--- config.mk ---
export PLATFORM = sky130hd
export DESIGN_NAME = memory_writeback_stage
export DESIGN_NICKNAME = d
export VERILOG_FILES = /design/src/rtl/mips_pkg.sv /design/src/rtl/memory_writeback_stage_data_memory.sv /design/src/rtl/memory_writeback_stage.sv
export SDC_FILE = /design/constraint.sdc
export NUM_CORES = 2
export LEC_CHECK = 0
export CORE_ASPECT_RATIO = 1.1
export CORE_MARGIN = 2
export CORE_UTILIZATION = 60
export DETAILED_ROUTE_END_ITERATION = 8
export DONT_BUFFER_PORTS = 1
export PLACE_DENSITY = 0.76
export SYNTH_ARGS = -nofsm -noshare
export SYNTH_HDL_FRONTEND = slang
export SYNTH_SLANG_ARGS = --single-unit
--- constraint.sdc ---
create_clock -name clk -period 5.4 [get_ports clk]
set_clock_uncertainty 0.15 [all_clocks]
set_input_delay 0.54 -clock clk [delete_from_list [all_inputs] [get_ports clk]]
set_output_delay 0.54 -clock clk [all_outputs]
set_load 0.005 [all_outputs]
--- src/rtl/mips_pkg.sv ---
// Shared definitions for the 16-bit MIPS pipeline: widths, memory depth and
// the per-instruction control bundle carried between stages.
package mips_pkg;

  localparam int DATA_W     = 16;
  localparam int REG_ADDR_W = 3;
  localparam int DMEM_DEPTH = 256;
  localparam int DMEM_AW    = $clog2(DMEM_DEPTH);

  typedef struct packed {
    logic RegWrite;
    logic MemtoReg;
    logic MemRead;
    logic MemWrite;
    logic Branch;
  } ctrl_t;

  localparam ctrl_t CTRL_NOP = '0;

endpackage

--- src/rtl/memory_writeback_stage_data_memory.sv ---
// Single-port data memory: synchronous write, synchronous read.
// The array itself is never reset; only the read-word register clears so
// the MEM/WB read field starts at zero.
module data_memory
  import mips_pkg::*;
#(
  parameter int DW    = DATA_W,
  parameter int DEPTH = DMEM_DEPTH,
  parameter int AW    = DMEM_AW
) (
  input  logic          clk_i,
  input  logic          rst_ni,
  input  logic          we_i,
  input  logic          re_i,
  input  logic [AW-1:0] addr_i,
  input  logic [DW-1:0] wdata_i,
  output logic [DW-1:0] rdata_o
);

  logic [DW-1:0] mem_q [DEPTH];
  logic [DW-1:0] rdata_q;

  // Store path: commit the write word on the edge after the store sits in EX/MEM.
  always_ff @(posedge clk_i) begin
    if (we_i) begin
      mem_q[addr_i] <= wdata_i;
    end
  end

  // Load path: a read in the same cycle as a write to that word returns the
  // old contents; with no read the last word is held.
  always_ff @(posedge clk_i or negedge rst_ni) begin
    if (!rst_ni) begin
      rdata_q <= '0;
    end else if (re_i) begin
      rdata_q <= mem_q[addr_i];
    end
  end

  assign rdata_o = rdata_q;

endmodule

--- src/rtl/memory_writeback_stage.sv ---
// Back half of the pipeline: EX/MEM register, data memory, MEM/WB register
// and the write-back mux. Feeds branch redirect to fetch and the register
// file write port to decode.
module memory_writeback_stage
  import mips_pkg::*;
(
  input  logic                  clk,
  input  logic                  rst_n,
  input  logic                  flush,
  input  logic                  ex_RegWrite,
  input  logic                  ex_MemtoReg,
  input  logic                  ex_MemRead,
  input  logic                  ex_MemWrite,
  input  logic                  ex_Branch,
  input  logic [DATA_W-1:0]     ex_alu_result,
  input  logic                  ex_zero,
  input  logic [DATA_W-1:0]     ex_store_data,
  input  logic [REG_ADDR_W-1:0] ex_write_register,
  input  logic [DATA_W-1:0]     ex_branch_target,
  output logic                  PC_Src,
  output logic [DATA_W-1:0]     branch_target,
  output logic                  RegWrite,
  output logic [REG_ADDR_W-1:0] write_register,
  output logic [DATA_W-1:0]     write_Data
);

  // EX/MEM fields
  ctrl_t                  exmem_ctrl_q, exmem_ctrl_d;
  logic [DATA_W-1:0]      exmem_alu_q;
  logic                   exmem_zero_q;
  logic [DATA_W-1:0]      exmem_store_q;
  logic [REG_ADDR_W-1:0]  exmem_wr_q;
  logic [DATA_W-1:0]      exmem_tgt_q;

  // MEM/WB fields (the read word lives in the memory's read register)
  logic                   memwb_regwrite_q;
  logic                   memwb_memtoreg_q;
  logic [REG_ADDR_W-1:0]  memwb_wr_q;
  logic [DATA_W-1:0]      memwb_alu_q;
  logic [DATA_W-1:0]      memwb_rdata;

  logic [DMEM_AW-1:0]     mem_index;

  // A flushed instruction keeps its data fields but loses every control bit,
  // so it can neither write memory, write a register nor redirect fetch.
  always_comb begin
    exmem_ctrl_d          = CTRL_NOP;
    exmem_ctrl_d.RegWrite = ex_RegWrite;
    exmem_ctrl_d.MemtoReg = ex_MemtoReg;
    exmem_ctrl_d.MemRead  = ex_MemRead;
    exmem_ctrl_d.MemWrite = ex_MemWrite;
    exmem_ctrl_d.Branch   = ex_Branch;
    if (flush) begin
      exmem_ctrl_d = CTRL_NOP;
    end
  end

  // EX/MEM register: captures the execute-stage results every edge.
  always_ff @(posedge clk or negedge rst_n) begin
    if (!rst_n) begin
      exmem_ctrl_q  <= CTRL_NOP;
      exmem_alu_q   <= '0;
      exmem_zero_q  <= 1'b0;
      exmem_store_q <= '0;
      exmem_wr_q    <= '0;
      exmem_tgt_q   <= '0;
    end else begin
      exmem_ctrl_q  <= exmem_ctrl_d;
      exmem_alu_q   <= ex_alu_result;
      exmem_zero_q  <= ex_zero;
      exmem_store_q <= ex_store_data;
      exmem_wr_q    <= ex_write_register;
      exmem_tgt_q   <= ex_branch_target;
    end
  end

  // Byte address to word index: bit 0 dropped, bits above the array wrap.
  assign mem_index = exmem_alu_q[DMEM_AW:1];

  assign PC_Src        = exmem_ctrl_q.Branch & exmem_zero_q;
  assign branch_target = exmem_tgt_q;

  data_memory #(
    .DW    (DATA_W),
    .DEPTH (DMEM_DEPTH),
    .AW    (DMEM_AW)
  ) u_dmem (
    .clk_i   (clk),
    .rst_ni  (rst_n),
    .we_i    (exmem_ctrl_q.MemWrite),
    .re_i    (exmem_ctrl_q.MemRead),
    .addr_i  (mem_index),
    .wdata_i (exmem_store_q),
    .rdata_o (memwb_rdata)
  );

  // MEM/WB register: carries write-back control, destination and ALU result.
  always_ff @(posedge clk or negedge rst_n) begin
    if (!rst_n) begin
      memwb_regwrite_q <= 1'b0;
      memwb_memtoreg_q <= 1'b0;
      memwb_wr_q       <= '0;
      memwb_alu_q      <= '0;
    end else begin
      memwb_regwrite_q <= exmem_ctrl_q.RegWrite;
      memwb_memtoreg_q <= exmem_ctrl_q.MemtoReg;
      memwb_wr_q       <= exmem_wr_q;
      memwb_alu_q      <= exmem_alu_q;
    end
  end

  assign RegWrite       = memwb_regwrite_q;
  assign write_register = memwb_wr_q;
  assign write_Data     = memwb_memtoreg_q ? memwb_rdata : memwb_alu_q;

endmodule
* Word-level counts from Yosys, hierarchy flattened
Memories as Yosys holds them, arrays and structs flattened. A register that Yosys moved wholly into a read port is not among the register bits.
Index checks and enable logic that the tools add are counted.
** Cells by class
- Muxes and demuxes :: 4
- Bitwise gates (word level) :: 1
- Reduce and logical (&&, ||, !) cells :: 1
** Operators with widths (count)
- 16-bit 2-to-1 mux :: 1
- 5-bit 2-to-1 mux :: 1
- 1-bit 2-to-1 mux :: 2
- 1-bit AND :: 1
- 1-bit zero test :: 1
** Storage, ports and cells
- Register bits after elaboration :: 78
- RAM bits :: 4096
- Output and inout port bits :: 37
- Word-level logic and storage cells :: 21
- Memories kept :: 1
** Memory list
- u_dmem.mem_q :: depth 256, bits a word 16, rd ports 1, clocked after memory_dff 1, wr ports 1, RTL line memory_writeback_stage_data_memory.sv:20 : logic [DW-1:0] mem_q [DEPTH];

* Depth between registers and ports, before layout
- Word-level depth :: 2
- Depth in mapped cells :: 13
- Depth with buffers taken out :: 7

* Modules after synthesis
A second synthesis with hierarchy kept.
** Unflattened totals
- Cell total of the unflattened synthesis :: 7105
- Area, all modules :: 160138.6 um^2
** Modules (own cells, without submodules)
- data_memory :: instances 1, cells each 7003, area each 157900.2 um^2
- memory_writeback_stage :: instances 1, cells each 102, area each 2238.4 um^2

* Worst setup path after synthesis
OpenSTA, ideal clock, no wires.
- Path type :: flip-flop to flip-flop
- From :: reg exmem_store_q[0]
- To :: mem u_dmem.mem_q[0][0] (netlist name) (data pin)
- Setup time :: 0.801 ns
- Arrival :: 3.169 ns
- Required time :: 4.449 ns
- Setup slack :: 1.281 ns
- Cell stages (with the launch flop) :: 1
- Path buffers :: 0
- Clock period less this slack :: 4.119 ns
- Cells stage by stage :: dfrtp_1
** RTL lines
- from (decl) :: RTL line memory_writeback_stage.sv:31 : logic [DATA_W-1:0] exmem_store_q;
- from (signal assigned) :: RTL line memory_writeback_stage.sv:71 : exmem_store_q <= ex_store_data;
- to (decl) :: RTL line memory_writeback_stage_data_memory.sv:20
Straight into the memory's write port.

==> key figures <==
Run status
  – Status: complete, but fails checks
  – Failing checks: capacitance limit, slew limit

Die
  – Die area: 271000 um^2
  – Top Ports: 97
  – Core Area: 265000 um^2
  – Std cell rows: 198
  – Die width: 496 um
  – Die H: 546 um
  – Starting density of the core: 60.4%

Global route
  – Met2 GRT Util: 49.9%
  – M3 GR Usage: 9.18%
  – Number of global-route vias before repair: 82030
  – Initial antenna violation count: 34
  – Total gr overflow: 0
  – Most Used Layer, Global Route: met2
  – First-pass GRT wire length: 627000 um
  – Total track usage: 33.1%
  – Largest net degree at the start of global routing: 229
  – Met1 Resource Use GR: 43.8%

Synthesis
  – Yosys cell types: 71
  – Synth Cell Area: 160000 um^2
  – FFs w/ async S/R, synth: 2.24%
  – Synth Instances: 7165
  – Syn_nets: 7225
  – Synth top area cells: edfxtp_1 (77%), mux4_2 (14%), mux2i_1 (1.6%), dfrtp_1 (1.5%), nor2_1 (0.64%)
  – EDFF count, synth: 4096
  – Share of the synthesized area in the top cell type: 76.9%
  – Sequential-to-total area share from yosys stat: 78.3%
  – Dominant cell type by area after synthesis: edfxtp_1
  – Yosys reg bits: 4190
  – Yosys warnings: 0
  – Ys flop type: edfxtp_1
  – Avg Cell Area, Syn: 22.3 um^2

Final layout
  – Layout cells sized above 1: 27.4%
  – Final std cell area, no fill: 181000 um^2
  – Fin util: 68.2%
  – Area growth from synthesis to layout: 12.8%
  – Nets: 7789
  – FILL cells: 15065

STA
  – Setup TNS Final: 0 ps
  – Final period utilization: 92.8%
  – Max frequency: 200 MHz
  – Minimum clock period: 5010 ps
  – Rel. slew slack: -19.4%
  – Final Hold Vio Count: 0
  – Fin worst setup slack: 390 ps
  – Slew Limit Fails: 3
  – Final setup viols: 0
  – Unrepaired setup endpoints after global routing: no
  – Worst-margin pin slew: 1770 ps

Clock network
  – Max clock buf depth: 4
  – CTS tree: built
  – Post-CTS setup buffers: 0
  – Clk_lat worst skew: 940 ps
  – Clock sinks: 4190
  – CTS Root Buffer Type: clkbuf_16
  – Clock transition at path regs: 70 ps
  – H-tree depth: 5
  – CTS Buf Count: 396
  – Resized Gates After CTS: 0

Place
  – Dpl ws: 740 ps
  – Detailed Place HPWL: 257000 um
  – Final Wtd Congestion: 0.918
  – DP Area: 167000 um^2
  – PortBufs: 0

Critical path
  – WS Path Type: reg -> reg
  – Max FO, Critical Path: 27
  – Critical path arrival: 5670 ps
  – Startpoint types: flop
  – Crit end category: flop
  – Req. time, crit path: 6060 ps

Route
  – Final WL: 449000 um
  – Initial DRT Pass Iterations: 9
  – DR DRC count: 0
  – Post-route antenna net violation count: 0
  – DR vias: 83773
  – DR iter-0 viols: 16026
  – Routed wire per std cell: 38.8 um
  – Vias per std cell: 7.24

Power
  – Worst vdd ir: 0.000332 V
  – PwrDens: 373 nW/um^2
  – Overall power: 67.3 mW
  – Leakage: 57.2 nW

Hold path
  – HP Class: in -> reg

Flow run
  – Max-cap violations: 1
layout make-up:
| cell class | instances | area, um^2 | share of cell area, % |
|---|---|---|---|
| sequential | 4190 | 125000 | 69.5 |
| antenna | 16 | 40.0 | 0.0222 |
| clock buffer | 505 | 10700 | 5.94 |
| timing repair buffer | 583 | 5260 | 2.91 |
| multi-input combinational | 2550 | 32400 | 17.9 |
| tap | 3500 | 4380 | 2.43 |
| clock inverter | 221 | 2260 | 1.25 |
| inverter | 8 | 40.0 | 0.0222 |
critical path, stage by stage, from the launching register on:
cell	delay, ps
dfrtp_4	810
buf_4	550
or2_2	640
buf_4	500
a221oi_1	140
o21ai_0	330
nand4_1	460
a211oi_1	550
a31oi_1	410
a31o_1	310
power breakdown:
part	leakage, nW	switching (mW)	internal [mW]
Combinational	12.9	2.11	1.10
Sequential	37.9	0.244	35.8
Clock	6.37	12.0	16.1
Total	57.2	14.3	53.0
flip-flops by register name (all words and copies together) (netlist names), 5 cells and up:
register        count
u_dmem.mem_q     4096
branch_target      16
exmem_alu_q        16
exmem_store_q      16
memwb_alu_q        16
u_dmem.rdata_o     16
exmem_ctrl_q        5
final timing paths:
check | depth (start not counted) | start | end | slack [ps]
max in group asynchronous | 2 | rst_n | exmem_store_q[8] | 4140
worst min register to register | 0 | exmem_alu_q[9] | memwb_alu_q[9] | 200
min in group asynchronous | 2 | rst_n | u_dmem.rdata_o[13] | 250
worst min-delay path | 1 | ex_alu_result[12] | exmem_alu_q[12] | 30
worst max-delay path | 9 | exmem_alu_q[6] | u_dmem.rdata_o[10] | 390
worst max register to register | 9 | exmem_alu_q[6] | u_dmem.rdata_o[10] | 390
logic make-up after synthesis:
family | Yosys count | share of synthesized area (%)
simple gates | 699 | 1.93
buf+inv | 425 | 1.62
flops | 4190 | 78.3
compound gates | 580 | 2.52
mux | 1271 | 15.6
synthesized netlist by cell type (6+ instances only):
master        n
and3_1       11
o211ai_1      6
nand4_1      14
a21oi_1      62
o221ai_1     29
and2_1        8
o2111ai_1     6
buf_1        21
nand3_1      69
a22o_1        9
a32o_1        8
a221oi_1     19
dfrtp_1      94
nor4_1        6
mux2_2       48
o22a_1       26
a41oi_1       8
nor2b_1      16
a32oi_1      33
buf_6        56
nand2b_1      6
o21ai_0      82
o41ai_1       8
a211oi_1     11
nor3_1       85
edfxtp_1   4096
buf_2       110
nand2_1     183
mux4_2      973
a22oi_1      95
clkbuf_1    119
o22ai_1     144
or3_1        10
buf_4       108
a31oi_1      12
mux2i_1     250
nor2_1      271
cell usage in the layout, fill, tap and decap left out, drive strengths merged, types with 85 or more instances in the layout:
| master | n |
|---|---|
| edfxtp | 4096 |
| a22oi | 95 |
| buf | 512 |
| o22ai | 144 |
| mux2i | 250 |
| nand2 | 184 |
| mux4 | 973 |
| clkbuf | 505 |
| nor3 | 85 |
| clkinv | 161 |
| nor2 | 271 |
| dfrtp | 94 |
timing repair:
item / 4_1_cts / 5_1_grt
hold buffers: 72 / 0
setup endpoints to repair: 0 / 0
endpoints found under the hold margin: 151 / 0
per-layer routing:
layer	wire length, um	up-vias	part of all wire (%)
li1	-	31462	-
met1	146000	43196	33
met2	208000	7575	46
met3	61600	1522	14
met4	32700	18	7.3
met5	119	-	0.027
metrics by stage:
step / cells / hold WS [ps]
after floorplan: 7165 / 94.4
after global placement: 10759 / 97.3
after detailed placement: 10759 / 97.5
after CTS: 11557 / 6.61
after global routing: 11559 / 25.8
final: 11573 / 27.4
No activity file was read; power rests on OpenSTA's default activity.
